`config.mk`:
```
export PLATFORM = sky130hd
export DESIGN_NAME = axis_video_sink
export DESIGN_NICKNAME = d
export VERILOG_FILES = /design/src/rtl/vid_axis_pkg.sv /design/src/rtl/axis_bp_lfsr.sv /design/src/rtl/axis_video_sink.sv
export SDC_FILE = /design/constraint.sdc
export NUM_CORES = 1
export LEC_CHECK = 0
export ABC_AREA = 1
export CORE_ASPECT_RATIO = 1.5
export CORE_MARGIN = 8
export CORE_UTILIZATION = 29
export DETAILED_ROUTE_END_ITERATION = 12
export HOLD_SLACK_MARGIN = 0.03
export PLACE_DENSITY = 0.5
export SYNTH_ARGS = -nofsm -noshare
export SYNTH_HDL_FRONTEND = slang
export SYNTH_HIERARCHICAL = 1
export SYNTH_SLANG_ARGS = --single-unit
```
`constraint.sdc`:
```
create_clock -name clk_in -period 4.5 [get_ports clk_in]
set_clock_uncertainty 0.05 [all_clocks]
set_input_delay 1.35 -clock clk_in [delete_from_list [all_inputs] [get_ports clk_in]]
set_output_delay 1.35 -clock clk_in [all_outputs]
set_load 0.005 [all_outputs]
```
`src/rtl/vid_axis_pkg.sv`:
```
// Shared constants and types for the AXI4-Stream video sink: default geometry,
// backpressure LFSR constants and the frame-tracking state encoding.
package vid_axis_pkg;

  localparam int unsigned DEF_H_ACTIVE = 1920;
  localparam int unsigned DEF_V_ACTIVE = 1080;
  localparam int unsigned DEF_DATA_W   = 24;

  localparam logic [15:0] LFSR_SEED = 16'hACE1;
  // Taps 16,14,13,11 expressed as bit positions of a right-shifting register.
  localparam logic [15:0] LFSR_TAP_MASK = 16'h002D;

  typedef enum logic {
    StIdle,
    StActive
  } vid_state_e;

  function automatic logic [15:0] lfsr_step(input logic [15:0] cur);
    return {^(cur & LFSR_TAP_MASK), cur[15:1]};
  endfunction

endpackage

```
`src/rtl/axis_bp_lfsr.sv`:
```
// Backpressure generator: free-running 16-bit Fibonacci LFSR and a registered
// ready that is held high when backpressure is disabled.
module axis_bp_lfsr
  import vid_axis_pkg::*;
(
  input  logic clk_in,
  input  logic reset,
  input  logic cfg_bp_en,
  output logic ready
);

  logic [15:0] lfsr_q;
  logic        started_q;
  logic        ready_q;
  logic        ready_d;

  // started_q holds ready low for one extra edge after reset release.
  always_comb begin
    ready_d = started_q & (~cfg_bp_en | lfsr_q[0] | lfsr_q[1]);
  end

  always_ff @(posedge clk_in or posedge reset) begin
    if (reset) begin
      lfsr_q    <= LFSR_SEED;
      started_q <= 1'b0;
      ready_q   <= 1'b0;
    end else begin
      lfsr_q    <= lfsr_step(lfsr_q);
      started_q <= 1'b1;
      ready_q   <= ready_d;
    end
  end

  assign ready = ready_q;

endmodule

```
`src/rtl/axis_video_sink.sv`:
```
// AXI4-Stream video sink and frame checker: tracks line/frame geometry,
// accumulates a per-frame checksum and raises sticky framing error flags.
module axis_video_sink
  import vid_axis_pkg::*;
#(
  parameter int unsigned H_ACTIVE = DEF_H_ACTIVE,
  parameter int unsigned V_ACTIVE = DEF_V_ACTIVE,
  parameter int unsigned DATA_W   = DEF_DATA_W
) (
  input  logic              clk_in,
  input  logic              reset,
  input  logic [DATA_W-1:0] s_tdata,
  input  logic              s_tvalid,
  input  logic              s_tlast,
  input  logic              s_tuser,
  output logic              s_tready,
  input  logic              cfg_bp_en,
  input  logic              err_clr,
  output logic              frame_done,
  output logic [15:0]       frame_cnt,
  output logic [31:0]       frame_sum,
  output logic              err_early_eol,
  output logic              err_late_eol,
  output logic              err_sof
);

  localparam logic [15:0] HLen = 16'(H_ACTIVE);
  localparam logic [15:0] VLen = 16'(V_ACTIVE);

  vid_state_e  state_q, state_d;
  logic [15:0] x_q, x_d;
  logic [15:0] y_q, y_d;
  logic [31:0] sum_q, sum_d;
  logic        frame_done_q, frame_done_d;
  logic [15:0] frame_cnt_q, frame_cnt_d;
  logic [31:0] frame_sum_q, frame_sum_d;
  logic        early_q, early_d;
  logic        late_q, late_d;
  logic        sof_q, sof_d;

  logic        ready;
  logic        xfer;
  logic [31:0] pix;
  logic        count_beat;
  logic [15:0] x_new;
  logic [15:0] y_base;
  logic [15:0] y_inc;
  logic [31:0] sum_new;
  logic        set_early, set_late, set_sof;

  axis_bp_lfsr u_bp (
    .clk_in    (clk_in),
    .reset     (reset),
    .cfg_bp_en (cfg_bp_en),
    .ready     (ready)
  );

  assign xfer = s_tvalid & ready;
  assign pix  = 32'(s_tdata);

  always_comb begin
    state_d      = state_q;
    x_d          = x_q;
    y_d          = y_q;
    sum_d        = sum_q;
    frame_done_d = 1'b0;
    frame_cnt_d  = frame_cnt_q;
    frame_sum_d  = frame_sum_q;
    count_beat   = 1'b0;
    x_new        = x_q + 16'd1;
    y_base       = y_q;
    sum_new      = sum_q + pix;
    set_early    = 1'b0;
    set_late     = 1'b0;
    set_sof      = 1'b0;

    if (xfer) begin
      if (s_tuser) begin
        // A tuser inside a frame drops the partial frame and restarts here.
        set_sof    = (state_q == StActive);
        count_beat = 1'b1;
        x_new      = 16'd1;
        y_base     = 16'd0;
        sum_new    = pix;
      end else if (state_q == StIdle) begin
        set_sof = 1'b1;
      end else begin
        count_beat = 1'b1;
      end
    end

    y_inc = y_base + 16'd1;

    if (count_beat) begin
      state_d   = StActive;
      x_d       = x_new;
      y_d       = y_base;
      sum_d     = sum_new;
      set_early = s_tlast && (x_new < HLen);
      set_late  = !s_tlast && (x_new == HLen);
      if (s_tlast || (x_new == HLen)) begin
        x_d = 16'd0;
        y_d = y_inc;
        if (y_inc == VLen) begin
          state_d      = StIdle;
          y_d          = 16'd0;
          frame_done_d = 1'b1;
          frame_sum_d  = sum_new;
          frame_cnt_d  = frame_cnt_q + 16'd1;
        end
      end
    end

    // A new error in the same cycle as err_clr wins.
    early_d = (early_q & ~err_clr) | set_early;
    late_d  = (late_q & ~err_clr) | set_late;
    sof_d   = (sof_q & ~err_clr) | set_sof;
  end

  always_ff @(posedge clk_in or posedge reset) begin
    if (reset) begin
      state_q      <= StIdle;
      x_q          <= 16'd0;
      y_q          <= 16'd0;
      sum_q        <= 32'd0;
      frame_done_q <= 1'b0;
      frame_cnt_q  <= 16'd0;
      frame_sum_q  <= 32'd0;
      early_q      <= 1'b0;
      late_q       <= 1'b0;
      sof_q        <= 1'b0;
    end else begin
      state_q      <= state_d;
      x_q          <= x_d;
      y_q          <= y_d;
      sum_q        <= sum_d;
      frame_done_q <= frame_done_d;
      frame_cnt_q  <= frame_cnt_d;
      frame_sum_q  <= frame_sum_d;
      early_q      <= early_d;
      late_q       <= late_d;
      sof_q        <= sof_d;
    end
  end

  assign s_tready      = ready;
  assign frame_done    = frame_done_q;
  assign frame_cnt     = frame_cnt_q;
  assign frame_sum     = frame_sum_q;
  assign err_early_eol = early_q;
  assign err_late_eol  = late_q;
  assign err_sof       = sof_q;

endmodule

```
==> impl_metrics.ini, run 1 <==
[critical_path]
critPathMaxFanout = 30
endpoint_kind = flip-flop
cp.required_ps = 4820
crit_path_start_kind = input port
crit_type = in -> reg
arrival_ps = 4190

[die]
ios = 84
core_mm2 = 0.02862
start_util_pct = 29.36
die_h_um = 224.5
die_w_um = 155.0
dieArea_mm2 = 0.03480
fp-row-count = 76

[power_and_ir_drop]
ir_worst_vdd_v = 0.0002904
power.density_mw_per_mm2 = 485.2
leakage_nw = 4.982

[run]
cap_violations = 0

[placement]
port_buffers = 83
place_ws_ps = 190.2
gp_congestion = 0.8913
hpwlAfterDp_mm = 19.43

[yosys]
avgSynthCellArea_um2 = 7.062
ys.flop_type = dfrtp_1
yosysWarningCount = 6
async_reset_ff_share_pct = 100.0
synthTopCellsByArea = dfrtp_1 (38%), nand2_1 (19%), nand3_1 (5.8%), nor2_1 (5.4%), inv_1 (4.4%)
yosysTopAreaCell = dfrtp_1
ys_ff_latch = 135
synth_area_mm2 = 0.008404
synth_edf_count = 0
synth_cell_types = 44
yosysSeqAreaShare_pct = 40.32
synthCells = 1190
synth_top_area_share_pct = 37.81
syn_nets = 1250

[timing]
fmax_mhz = 258.8
setup_viol = 0
setup-tns-final_ps = 0
period_minus_slack_ps = 3864
hold_violations = 0
tightest_slew_ps = 743.2
finalCritPeriodShare_pct = 85.87
grt_setup_unrepaired = false
slew_viol_final = 0
fin_ws_ps = 635.7
max_slew_margin_pct = 50.35

[route]
first_pass_iters = 6
routed_wl_mm = 25.37
via_per_inst = 4.723
drc = 0
vias = 7921
wl_per_cell_um = 15.13
dr.first_iter.drc_count = 345
ant_nets = 0

[grt]
grt_pass1_wl_mm = 41.36
grt_antenna_before_repair = 0
grt_overflow = 0
grtUsageTotal_pct = 15.05
grt_pass1_vias = 8042
grt_max_degree = 60

[finish]
area_growth_pct = 23.28
final_util_pct = 36.20
antenna_cells = 0
final_common_cell = nand2_1
nets = 1334
drive_above_1_share_pct = 5.750
layout_common_cells = nand2_1 (421), dfrtp_1 (127), nor2_1 (119)

[cts]
cts_max_path_buffers = 2
clock-sinks = 135
cts_resized = 0
cts_root_buf = clkbuf_16
clk_latency_ps = 440
ctsHoldBuffers = 0
cts_buffers = 17
path_clk_slew_ps = 60
cts_tree = yes
cts.htree.levels = 4
postCtsSetupRepairBufs = 0

[min_path]
hold_class = reg -> reg

[status]
outcome = finished clean
-- stage by stage --
stage / area, um^2 / hold WS [ps] / power [mW] / cells
global placement: 9719 / 285.1 / 3.520 / 1645
detailed placement: 9719 / 286.4 / 3.518 / 1645
global route: 10360 / 302.8 / 5.418 / 1677
floorplan: 8408 / 281.2 / 2.920 / 1190
finish: 10360 / 297.4 / 5.027 / 1677
CTS: 10360 / 301.4 / 5.100 / 1677
-- cell usage after synthesis (3+ instances only) --
cell type,count
nand2_1,421
dfrtp_1,127
nor2_1,120
inv_1,98
nand3_1,98
o21ai_0,72
a21oi_1,35
ha_1,28
nand4_1,23
xor2_1,22
o21ai_1,15
clkbuf_1,13
xnor2_1,12
a31oi_1,10
o22ai_1,10
buf_2,8
dfstp_2,8
and2_1,6
nor3_1,6
buf_1,5
buf_4,5
mux2i_1,5
nand3b_1,5
nor2_2,4
o21bai_1,4
a21boi_0,3
inv_2,3
nand2_2,3
-- metal layers --
metal  vias to the layer above  GRT usage (%)  wire length (um)
li1                       4030              -                 -
met1                      3701          15.71              9921
met2                       142          28.75             13880
met3                        48          2.690               764
met4                         0          6.470               803
met5                         -              0                 0
-- critical path: stages --
cell and delay [ps]:
clkdlybuf4s50_1 430, nand3_2 110, buf_4 300, nand3_1 180, nor2_2 320, xnor2_1 180
nand2_1 90, nor2_1 100, nand3_1 140, nor2_2 210, nand3_4 220, clkinv_2 360
nand2_1 110, nand2_1 70
-- registers in the layout, summed over array words and instances, names as in the netlist, 16 cells and up --
signal and count:
x_q 16, frame_sum 32, sum_q 32, u_bp/lfsr_q 16, frame_cnt 16, y_q 16
-- final timing paths --
check	from	to	slack (ps)	cells past startpoint
hold reg to reg	u_bp/lfsr_q[12]	u_bp/lfsr_q[11]	300	0
max in group asynchronous	reset	sum_q[26]	2330	3
min in group asynchronous	reset	u_bp/started_q	1330	2
setup / recovery	s_tuser	frame_sum[25]	640	14
hold / removal	u_bp/lfsr_q[12]	u_bp/lfsr_q[11]	300	0
setup reg to reg	u_bp/ready	frame_sum[25]	1560	13
-- layout make-up --
cell class | count | area (um^2)
clock buffers | 22 | 474.2
clock inverters | 10 | 167.7
fillers | 3070 | 18260
inverters | 102 | 387.9
multi-input cells | 919 | 4467
flip-flops and latches | 135 | 3388
well taps | 390 | 488.0
repair buffers | 99 | 988.4
-- power breakdown --
| part | switching [mW] | internal (mW) |
|---|---|---|
| logic | 1.25 | 0.681 |
| clock network | 0.563 | 0.975 |
| registers | 0.156 | 1.40 |
-- cells by family after synthesis --
group | count (synthesis) | share of synthesized area [%]
buffers and inverters | 136 | 6.625
xor gates and xnor gates | 34 | 3.543
muxes | 5 | 0.5955
and+or+nand+nor | 694 | 34.44
other | 1 | 0.04462
DFF | 135 | 40.32
adders and majority gates | 29 | 4.407
AOI/OAI and AO/OA | 156 | 10.03
Power figures use the tool's default switching activity.
==> inputs of run 2 (changes only) <==
Settings changed: SLEW_MARGIN set to 30.
==> results of run 2 <==
No change in the layout: final DEF, timing and power equal those of run 1.
